$ cat src/rtl/imem_boot_pkg.sv
// Shared types and constants for the instruction-memory boot loader.
package imem_boot_pkg;

   // Width of the big-endian word-count header.
   localparam int unsigned HDR_W = 16;

   typedef enum logic [2:0] {
      StHdrHi,
      StHdrLo,
      StChkLen,
      StData,
      StCksum,
      StDone,
      StError
   } boot_state_e;

   localparam logic [1:0] ERR_NONE    = 2'd0;
   localparam logic [1:0] ERR_LEN     = 2'd1;
   localparam logic [1:0] ERR_CKSUM   = 2'd2;
   localparam logic [1:0] ERR_TIMEOUT = 2'd3;

   // States in which an idle input counts toward the transfer timeout.
   function automatic logic timeout_armed(boot_state_e s);
      return (s == StHdrLo) || (s == StData) || (s == StCksum);
   endfunction

endpackage

$ cat src/rtl/byte_word_packer.sv
// Packs four consecutive bytes, MSB first, into a 32-bit word and pulses
// word_valid for one cycle after the fourth byte.
module byte_word_packer (
   input  logic        clk,
   input  logic        reset,
   input  logic        clear,
   input  logic        byte_en,
   input  logic [7:0]  byte_in,
   output logic [1:0]  byte_idx,
   output logic [31:0] word,
   output logic        word_valid
);

   logic [1:0]  idx_q;
   logic [31:0] shift_q;
   logic        valid_q;

   // Shift accepted bytes in and flag the cycle after a word completes.
   always_ff @(posedge clk) begin
      if (!reset || clear) begin
         idx_q   <= 2'd0;
         shift_q <= 32'd0;
         valid_q <= 1'b0;
      end else begin
         valid_q <= byte_en && (idx_q == 2'd3);
         if (byte_en) begin
            shift_q <= {shift_q[23:0], byte_in};
            idx_q   <= idx_q + 2'd1;
         end
      end
   end

   assign byte_idx   = idx_q;
   assign word       = shift_q;
   assign word_valid = valid_q;

endmodule

$ cat src/rtl/imem_boot_loader.sv
// Receives a framed program image over a byte stream, writes it into
// instruction memory and releases the CPU only after the checksum matches.
module imem_boot_loader
   import imem_boot_pkg::*;
#(
   parameter int unsigned ADDR_W      = 8,
   parameter int unsigned TIMEOUT_CYC = 1024
) (
   input  logic              clk,
   input  logic              reset,
   input  logic [7:0]        in_data,
   input  logic              in_valid,
   output logic              in_ready,
   input  logic              restart,
   output logic              imem_we,
   output logic [ADDR_W-1:0] imem_addr,
   output logic [31:0]       imem_wdata,
   output logic              cpu_reset,
   output logic              done,
   output logic              error,
   output logic [1:0]        err_code,
   output logic [ADDR_W:0]   words_loaded
);

   localparam int unsigned IdleW    = $clog2(TIMEOUT_CYC + 1);
   localparam int unsigned MaxWords = 1 << ADDR_W;
   localparam logic [ADDR_W:0] WlOne = {{ADDR_W{1'b0}}, 1'b1};
   localparam logic [IdleW-1:0] IdleOne = {{(IdleW-1){1'b0}}, 1'b1};
   localparam logic [IdleW-1:0] IdleLast = IdleW'(TIMEOUT_CYC - 1);

   boot_state_e       state_q;
   logic [HDR_W-1:0]  len_q;
   logic [7:0]        acc_q;
   logic [IdleW-1:0]  idle_q;
   logic [ADDR_W:0]   words_loaded_q;
   logic              in_ready_q;
   logic              cpu_reset_q;
   logic              done_q;
   logic              error_q;
   logic [1:0]        err_code_q;

   logic        accept;
   logic        restart_ok;
   logic        pk_byte_en;
   logic [1:0]  pk_idx;
   logic [31:0] pk_word;
   logic        pk_valid;
   logic        idle_tick;

   assign accept     = in_valid && in_ready_q;
   assign restart_ok = restart && ((state_q == StDone) || (state_q == StError));
   assign pk_byte_en = accept && (state_q == StData);
   assign idle_tick  = timeout_armed(state_q) && !in_valid;

   byte_word_packer u_packer (
      .clk        (clk),
      .reset      (reset),
      .clear      (restart_ok),
      .byte_en    (pk_byte_en),
      .byte_in    (in_data),
      .byte_idx   (pk_idx),
      .word       (pk_word),
      .word_valid (pk_valid)
   );

   // Frame-parsing FSM with checksum, idle timer, word counter and status flags.
   always_ff @(posedge clk) begin
      if (!reset) begin
         state_q        <= StHdrHi;
         len_q          <= '0;
         acc_q          <= 8'd0;
         idle_q         <= '0;
         words_loaded_q <= '0;
         in_ready_q     <= 1'b1;
         cpu_reset_q    <= 1'b1;
         done_q         <= 1'b0;
         error_q        <= 1'b0;
         err_code_q     <= ERR_NONE;
      end else begin
         if (accept) begin
            idle_q <= '0;
         end else if (idle_tick) begin
            idle_q <= idle_q + IdleOne;
         end

         if (pk_valid) begin
            words_loaded_q <= words_loaded_q + WlOne;
         end

         // The checksum byte itself is not part of the XOR.
         if (accept && (state_q != StCksum)) begin
            acc_q <= acc_q ^ in_data;
         end

         unique case (state_q)
            StHdrHi: begin
               if (accept) begin
                  len_q[15:8] <= in_data;
                  state_q     <= StHdrLo;
               end
            end
            StHdrLo: begin
               if (accept) begin
                  len_q[7:0] <= in_data;
                  state_q    <= StChkLen;
                  in_ready_q <= 1'b0;
               end
            end
            StChkLen: begin
               in_ready_q <= 1'b1;
               if (32'(len_q) > MaxWords) begin
                  state_q    <= StError;
                  in_ready_q <= 1'b0;
                  error_q    <= 1'b1;
                  err_code_q <= ERR_LEN;
               end else if (len_q == '0) begin
                  state_q <= StCksum;
               end else begin
                  state_q <= StData;
               end
            end
            StData: begin
               // Word being completed has index words_loaded: the previous
               // write has always retired before the next fourth byte.
               if (pk_byte_en && (pk_idx == 2'd3) &&
                   (32'(words_loaded_q) + 32'd1 == 32'(len_q))) begin
                  state_q <= StCksum;
               end
            end
            StCksum: begin
               if (accept) begin
                  in_ready_q <= 1'b0;
                  if (in_data == acc_q) begin
                     state_q     <= StDone;
                     done_q      <= 1'b1;
                     cpu_reset_q <= 1'b0;
                  end else begin
                     state_q    <= StError;
                     error_q    <= 1'b1;
                     err_code_q <= ERR_CKSUM;
                  end
               end
            end
            StDone, StError: begin
               in_ready_q <= 1'b0;
            end
            default: begin
               state_q    <= StError;
               in_ready_q <= 1'b0;
            end
         endcase

         if (idle_tick && (idle_q == IdleLast)) begin
            state_q    <= StError;
            in_ready_q <= 1'b0;
            error_q    <= 1'b1;
            err_code_q <= ERR_TIMEOUT;
         end

         if (restart_ok) begin
            state_q        <= StHdrHi;
            acc_q          <= 8'd0;
            idle_q         <= '0;
            words_loaded_q <= '0;
            in_ready_q     <= 1'b1;
            cpu_reset_q    <= 1'b1;
            done_q         <= 1'b0;
            error_q        <= 1'b0;
            err_code_q     <= ERR_NONE;
         end
      end
   end

   assign in_ready     = in_ready_q;
   assign imem_we      = pk_valid;
   assign imem_addr    = words_loaded_q[ADDR_W-1:0];
   assign imem_wdata   = pk_word;
   assign cpu_reset    = cpu_reset_q;
   assign done         = done_q;
   assign error        = error_q;
   assign err_code     = err_code_q;
   assign words_loaded = words_loaded_q;

endmodule
$ cat config.mk
export PLATFORM = sky130hd
export DESIGN_NAME = imem_boot_loader
export DESIGN_NICKNAME = d
export VERILOG_FILES = /design/src/rtl/imem_boot_pkg.sv /design/src/rtl/byte_word_packer.sv /design/src/rtl/imem_boot_loader.sv
export SDC_FILE = /design/constraint.sdc
export NUM_CORES = 1
export LEC_CHECK = 0
export BUFFER_PORTS_ARGS = -buffer_cell sky130_fd_sc_hd__buf_4
export CELL_PAD_IN_SITES_DETAIL_PLACEMENT = 1
export CELL_PAD_IN_SITES_GLOBAL_PLACEMENT = 2
export CORE_MARGIN = 2
export CORE_UTILIZATION = 29
export DETAILED_ROUTE_END_ITERATION = 7
export PLACE_DENSITY = 0.8
export SYNTH_ARGS = -nofsm -noshare
export SYNTH_HDL_FRONTEND = slang
export SYNTH_SLANG_ARGS = --single-unit
export TNS_END_PERCENT = 20
$ cat constraint.sdc
create_clock -name clk -period 2.5 [get_ports clk]
set_clock_uncertainty 0.15 [all_clocks]
set_input_delay 0.125 -clock clk [delete_from_list [all_inputs] [get_ports clk]]
set_output_delay 0.125 -clock clk [all_outputs]
set_load 0.02 [all_outputs]
# ---- After elaboration in Yosys (flattened, before gate mapping)
# Index checks and enable logic that the tools add are counted.
dict set report op_classes {
  add_sub_neg 4
  n_lt_le_gt_ge 1
  eq_ne 24
  muxes 23
  bitwise_logic 3
  reduce_logical 30
}
# operator n
set op_table {}
lappend op_table {{3-bit 2-to-1 mux} 7}
lappend op_table {{3-bit one-hot mux with 6 select lines} 1}
lappend op_table {{10-bit by 16-bit == test with 1-bit output} 1}
lappend op_table {{16-bit by 9-bit > comparator with 1-bit output (second input constant)} 1}
lappend op_table {{16-bit zero test} 1}
lappend op_table {{11-bit by 1-bit adder with 11-bit output (second input constant)} 1}
lappend op_table {{11-bit by 10-bit == test with 1-bit output (second input constant)} 1}
lappend op_table {{9-bit by 1-bit adder with 10-bit output (second input constant)} 1}
lappend op_table {{2-bit 2-to-1 mux} 5}
lappend op_table {{5-bit AND reduction} 2}
lappend op_table {{9-bit by 1-bit adder with 9-bit output (second input constant)} 1}
lappend op_table {{3-bit == test (second input constant)} 3}
lappend op_table {{3-bit by 2-bit != test with 1-bit output (second input constant)} 3}
lappend op_table {{3-bit != test (second input constant)} 3}
lappend op_table {{8-bit == test} 1}
lappend op_table {{1-bit logical AND} 8}
lappend op_table {{2-bit != test (second input constant)} 4}
lappend op_table {{2-bit OR reduction} 4}
lappend op_table {{8-bit bitwise XOR} 1}
lappend op_table {{1-bit 2-to-1 mux} 7}
lappend op_table {{3-bit by 2-bit == test with 1-bit output (second input constant)} 2}
lappend op_table {{3-bit by 1-bit != test with 1-bit output (second input constant)} 2}
lappend op_table {{2-bit AND reduction} 3}
lappend op_table {{3-bit OR reduction} 2}
lappend op_table {{14 further kinds} 20}
dict set report totals {
  regBits 88
  input_bits 12
  output_inout_bits 56
  elab_cells 100
}

# ---- Depth between registers and ports, before layout
dict set report logic_depth {
  ltp_word 7
  ltp_mapped 8
  depth_no_buf 7
}

# ---- Modules after synthesis
# A second synthesis with hierarchy kept.
dict set report hier_totals {
  cells_unflattened 434
  area_unflattened_um2 4062.6
}
# mod n_inst cells_per_inst area_per_inst_um2 seq_area_each_um2
set by_module_without_submodules {}
lappend by_module_without_submodules {imem_boot_loader 1 319 2758.9 1061.0}
lappend by_module_without_submodules {byte_word_packer 1 115 1303.8 700.7}

# ---- Worst setup path before layout
# No wires, ideal clock.
dict set report synth_path {
  path_type {reg-to-reg}
  from {register words_loaded_q[2], in the netlist words_loaded[2]}
  to {register state_q[2]}
  setup_time_ps 60
  arrival_ps 2290
  required_ps 2290
  path_slack_ps 0
  stages_incl_launch_ff 8
  n_path_buf 1
  period_less_slack_ps 2500
  path_cell_list {dfxtp_1 > clkbuf_1 > nand3_1 > xnor2_1 > or3b_2 > a2111oi_2 > a41o_2 > a41o_1}
}
dict set report synth_via {
  elab_chain_cells 5
}
# element line_no
set synth_rtl {}
lappend synth_rtl {{start: declaration} imem_boot_loader.sv:35} ;# logic [ADDR_W:0] words_loaded_q;
lappend synth_rtl {{start signal: assignment} imem_boot_loader.sv:87} ;# words_loaded_q <= words_loaded_q + WlOne;
lappend synth_rtl {{9-bit by 1-bit adder with 10-bit output} imem_boot_loader.sv:126} ;# (32'(words_loaded_q) + 32'd1 == 32'(len_q))) begin
lappend synth_rtl {{10-bit by 16-bit == test with 1-bit output} imem_boot_loader.sv:126}
lappend synth_rtl {{1-bit logical AND} imem_boot_loader.sv:125} ;# if (pk_byte_en && (pk_idx == 2'd3) &&
lappend synth_rtl {{3-bit by 1-bit != test with 1-bit output (no line)} n/a}
lappend synth_rtl {{5-bit AND reduction (no line)} n/a}
lappend synth_rtl {{end signal: assignment} imem_boot_loader.sv:127} ;# state_q <= StCksum;
lappend synth_rtl {{end signal: assignment} imem_boot_loader.sv:134} ;# state_q <= StDone;
lappend synth_rtl {{end signal: assignment} imem_boot_loader.sv:138} ;# state_q <= StError;
lappend synth_rtl {{end: declaration} imem_boot_loader.sv:31} ;# boot_state_e state_q;
# Every way passes these cells.
# A chain may end at the register's enable or synchronous reset.

# ---- Worst setup path in the final report
dict set report layout_path {
  from {register len_q[10]}
  to {register state_q[2]}
}
dict set report layout_via {
  elab_chain_cells 5
  elab_cells_between_ends 10
  classes_between {1 x order compare; 2 x eq/ne; 4 x mux; 3 x reduce/logical}
}
# element line_no
set layout_rtl {}
lappend layout_rtl {{start: declaration} imem_boot_loader.sv:32} ;# logic [HDR_W-1:0] len_q;
lappend layout_rtl {{start signal: assignment} imem_boot_loader.sv:98} ;# len_q[15:8] <= in_data;
lappend layout_rtl {{branches (longest 5 deep; another with 16-bit by 9-bit > comparator with 1-bit output)} n/a}
lappend layout_rtl {{end signal: assignment} imem_boot_loader.sv:112} ;# state_q <= StError;
lappend layout_rtl {{end signal: assignment} imem_boot_loader.sv:117} ;# state_q <= StCksum;
lappend layout_rtl {{end signal: assignment} imem_boot_loader.sv:154} ;# state_q <= StError;
# Parallel ways; which one is timed is not known.

==> results.md <==
* # IOs at a little under 70
* Worst-Skew Late Latency at 0.35 ns
* Synth Net Count at 500
* Die Span X at about 120 microns
* Cells after Synth at slightly below 500
* Pre-CTS setup slack at -0.0684 ns
* RSZ-0062 raised after global routing: true
* CTS buffer count at 9
* Syn Std Cell Area at approximately 4000 sq um
* Met2 usage in global routing at 0.252
* Final setup violating endpoints at 0
* CTS Sinks at 88
* Seq/Total Area, Yosys at 0.445
* Max Fclk at just over 400 MHz
* Die area at about 15,000 sq um
* RD Place Congestion at between 0.7 and 0.8
* Clock root buffer: clkbuf_16
* Synth top area share at 0.445
* Max clock buf depth at 2
* DRT Pass-1 Iters at 4
* Row count at 42
* Hold Path Class: in2reg
* FF+latch count, synth at 88
* DP HPWL at ~8200 microns
* Die height at about 120 microns
* GR Util All Layers at 0.158
* Outcome: finished, final reports clean
* Pwr dens at ~830 nW/um^2
* Final worst slack at around 0.028 ns
* Leak pwr at approximately 1.9 nW
* DRC viols at 0
* R2R Setup Slk at approximately 0.028 ns
* Tmin final at around 2.5 ns
* Core area at roughly 13,000 sq um
* CP required at approximately 2.6 ns
* Average wire per standard cell at ~15 microns
* Slew margin rel. at 0.560
* Via count at between 3,000 and 4,000
* Antenna Violating Nets Remaining at 0
* Largest net degree at the start of global routing at 36
* Fin. Hold Viols at 0
* Final slew viol count at 0
* GRT met3 Usage at 0.0381
* Max incr delay on CP at approximately 0.52 ns
* CP top delay family: simple AND/OR/NAND/NOR gates
* Antenna cell count at 0
* Period Utilization, post-route at 0.989
* Most used DFF post-synth: dfxtp_1
* Crit-path cells: or4_4 > or3_1 > or4_4 > a2111oi_2 > a41o_2 > a41o_1
* Placed Cells at around 700
* Htree depth at 3
* Crit path max fanout at 3
* Share of layout cells above drive strength 1 at 0.206
* I/O Buffers at 67
* Initial antenna violation count at 0
* EDFF count, synth at 0
* Crit path DAT at ~2.6 ns
* Most numerous cell on the critical path: or4_4
* Met1 Use GR at 0.209
* Max cap viols at 0
* Synth-to-Final Area Change at 29.2%
* Setup crit start kind: flop
* First-pass GRT wire length at around 18,000 microns
* Worst path buffer plus inverter count at 0
* GRT overflow at 0
* Post-DR vias/cell at a little under 5
* Drt total wl at 11,300 microns
* Largest area contributor in the netlist: dfxtp_1
* Final-stage net count at between 500 and 600
* Reg clk slew, reported paths at about 0.07 ns
* CTS tree: yes
* Grt peak-use layer: met2
* Worst Tran Pin Value at between 0.6 and 0.7 ns
* Initial Utilization at 0.298
* FFs w/ async S/R, synth at 0
* Slowest cell on crit path: or4_4
* Crit Path Class: reg2reg
* Vias in the first global route at between 3,000 and 4,000
* Initial DRC count at 171
* IR drop worst, VDD at roughly 340 uV
* Hold WS at 0.0975 ns
* Post-synthesis cell type count at 45
* Total chip power at 4.23 mW
* Synth Warn # at 0
* Critical Path End Type: flop
* Top post-synthesis cells by area: dfxtp_1, nand2_1, a21oi_1, xnor2_1, nor2_1
* Layout Utilization at 0.385
* Mapped Avg Cell Area at roughly 8.2 sq um
* Finished Layout Cells at around 740
[area by class of cell]
class / instances / area [sq um]
clock inverter: 6 / 91.3
sequential: 88 / 1760
multi-input combinational: 355 / 2030
clock buffer: 10 / 239
inverter: 9 / 33.8
fill: 1592 / 8180
tap: 176 / 220
timing repair buffer: 94 / 738
[cell families after synthesis]
kind of cell               share of synthesized area
adders and majority gates                    0.00948
muxes                                         0.0430
DFF                                            0.445
buffers and inverters                         0.0480
AOI/OAI and AO/OA                              0.123
xor gates and xnor gates                      0.0973
and+or+nand+nor                                0.234
[power breakdown]
group	leakage, nW	total, mW	switching [mW]	internal (mW)
sequential	0.713	1.65	0.117	1.53
clock	0.163	1.50	0.590	0.909
combinational	1.06	1.09	0.625	0.461
total	1.94	4.23	1.33	2.90
[tightest hold or removal path, delay by kind of cell]
| kind | cells | cell delay (ns) |
|---|---|---|
| AOI/OAI and AO/OA | 2 | 0.27 |
| buffers and inverters | 2 | 0.14 |
[per-layer routing]
metal / share of wire / vias up
met4: 0.017 / 0
met1: 0.46 / 1739
met5: 0 / -
met2: 0.48 / 62
met3: 0.041 / 15
li1: - / 1775
[timing repair]
action | in CTS | in global routing
hold buffers | 8 | 0
pin swaps | 2 | 0
gates cloned | 0 | 0
setup endpoints to repair | 3 | 4
setup buffers | 0 | 0
hold endpoints to repair | 25 | 0
resized for setup | 0 | 5
[sequential cells by signal, indices dropped and copies added (netlist names)]
name,cells
u_packer.word_valid,1
u_packer.byte_idx,2
state_q,3
acc_q,8
err_code,2
done,1
cpu_reset,1
len_q,16
u_packer.word,32
in_ready,1
idle_q,11
words_loaded,9
error,1
[worst paths after layout]
kind,start,end,cells past startpoint
hold reg to reg,u_packer.word[30]$_SDFFE_PP0P_,u_packer.word[30]$_SDFFE_PP0P_,2
setup / recovery,len_q[10]$_SDFFE_PN0P_,state_q[2]$_SDFFE_PP0P_,6
hold / removal,in_valid,in_ready$_SDFFE_PP1P_,4
setup reg to reg,len_q[10]$_SDFFE_PN0P_,state_q[2]$_SDFFE_PP0P_,6
[metrics by stage]
stage / setup TNS, ns / area, sq um
2_1_floorplan: 0 / 3960
3_3_place_gp: -0.0474 / 4690
3_5_place_dp: -0.132 / 4690
4_1_cts: 0 / 5100
5_1_grt: -0.0626 / 5110
6_report: 0 / 5110
[cell usage after synthesis, drive strengths merged (10+ instances only)]
cell type	number
buf	10
xor2	19
xnor2	25
nand3	14
nand2	99
mux2i	17
nor2	56
dfxtp	88
clkbuf	23
a21oi	50
[layout by cell type (no fill, tap or decap), drive strengths merged, types with 2 or more instances in the layout]
cell | Yosys | routed
nand4b | 2 | 2
nand2b | 3 | 3
o31ai | 2 | 2
and4 | 2 | 2
xor2 | 19 | 19
dfxtp | 88 | 88
and2 | 2 | 2
bufinv | 0 | 2
a41o | 3 | 3
buf | 10 | 86
inv | 8 | 9
clkbuf | 23 | 10
nand4 | 8 | 8
a211o | 2 | 2
clkinv | 1 | 4
o211ai | 2 | 2
or3 | 5 | 5
nor4 | 5 | 5
nand3 | 14 | 14
mux2i | 17 | 17
or3b | 2 | 2
nor3 | 6 | 6
nor2 | 56 | 56
o21ai | 8 | 8
and3 | 4 | 4
ha | 3 | 3
dlygate4sd3 | 0 | 8
a21o | 2 | 2
xnor2 | 25 | 25
or4 | 2 | 2
a311oi | 2 | 2
a31oi | 2 | 2
nand2 | 99 | 99
a21oi | 50 | 50
No activity file was read; power rests on OpenSTA's default activity.
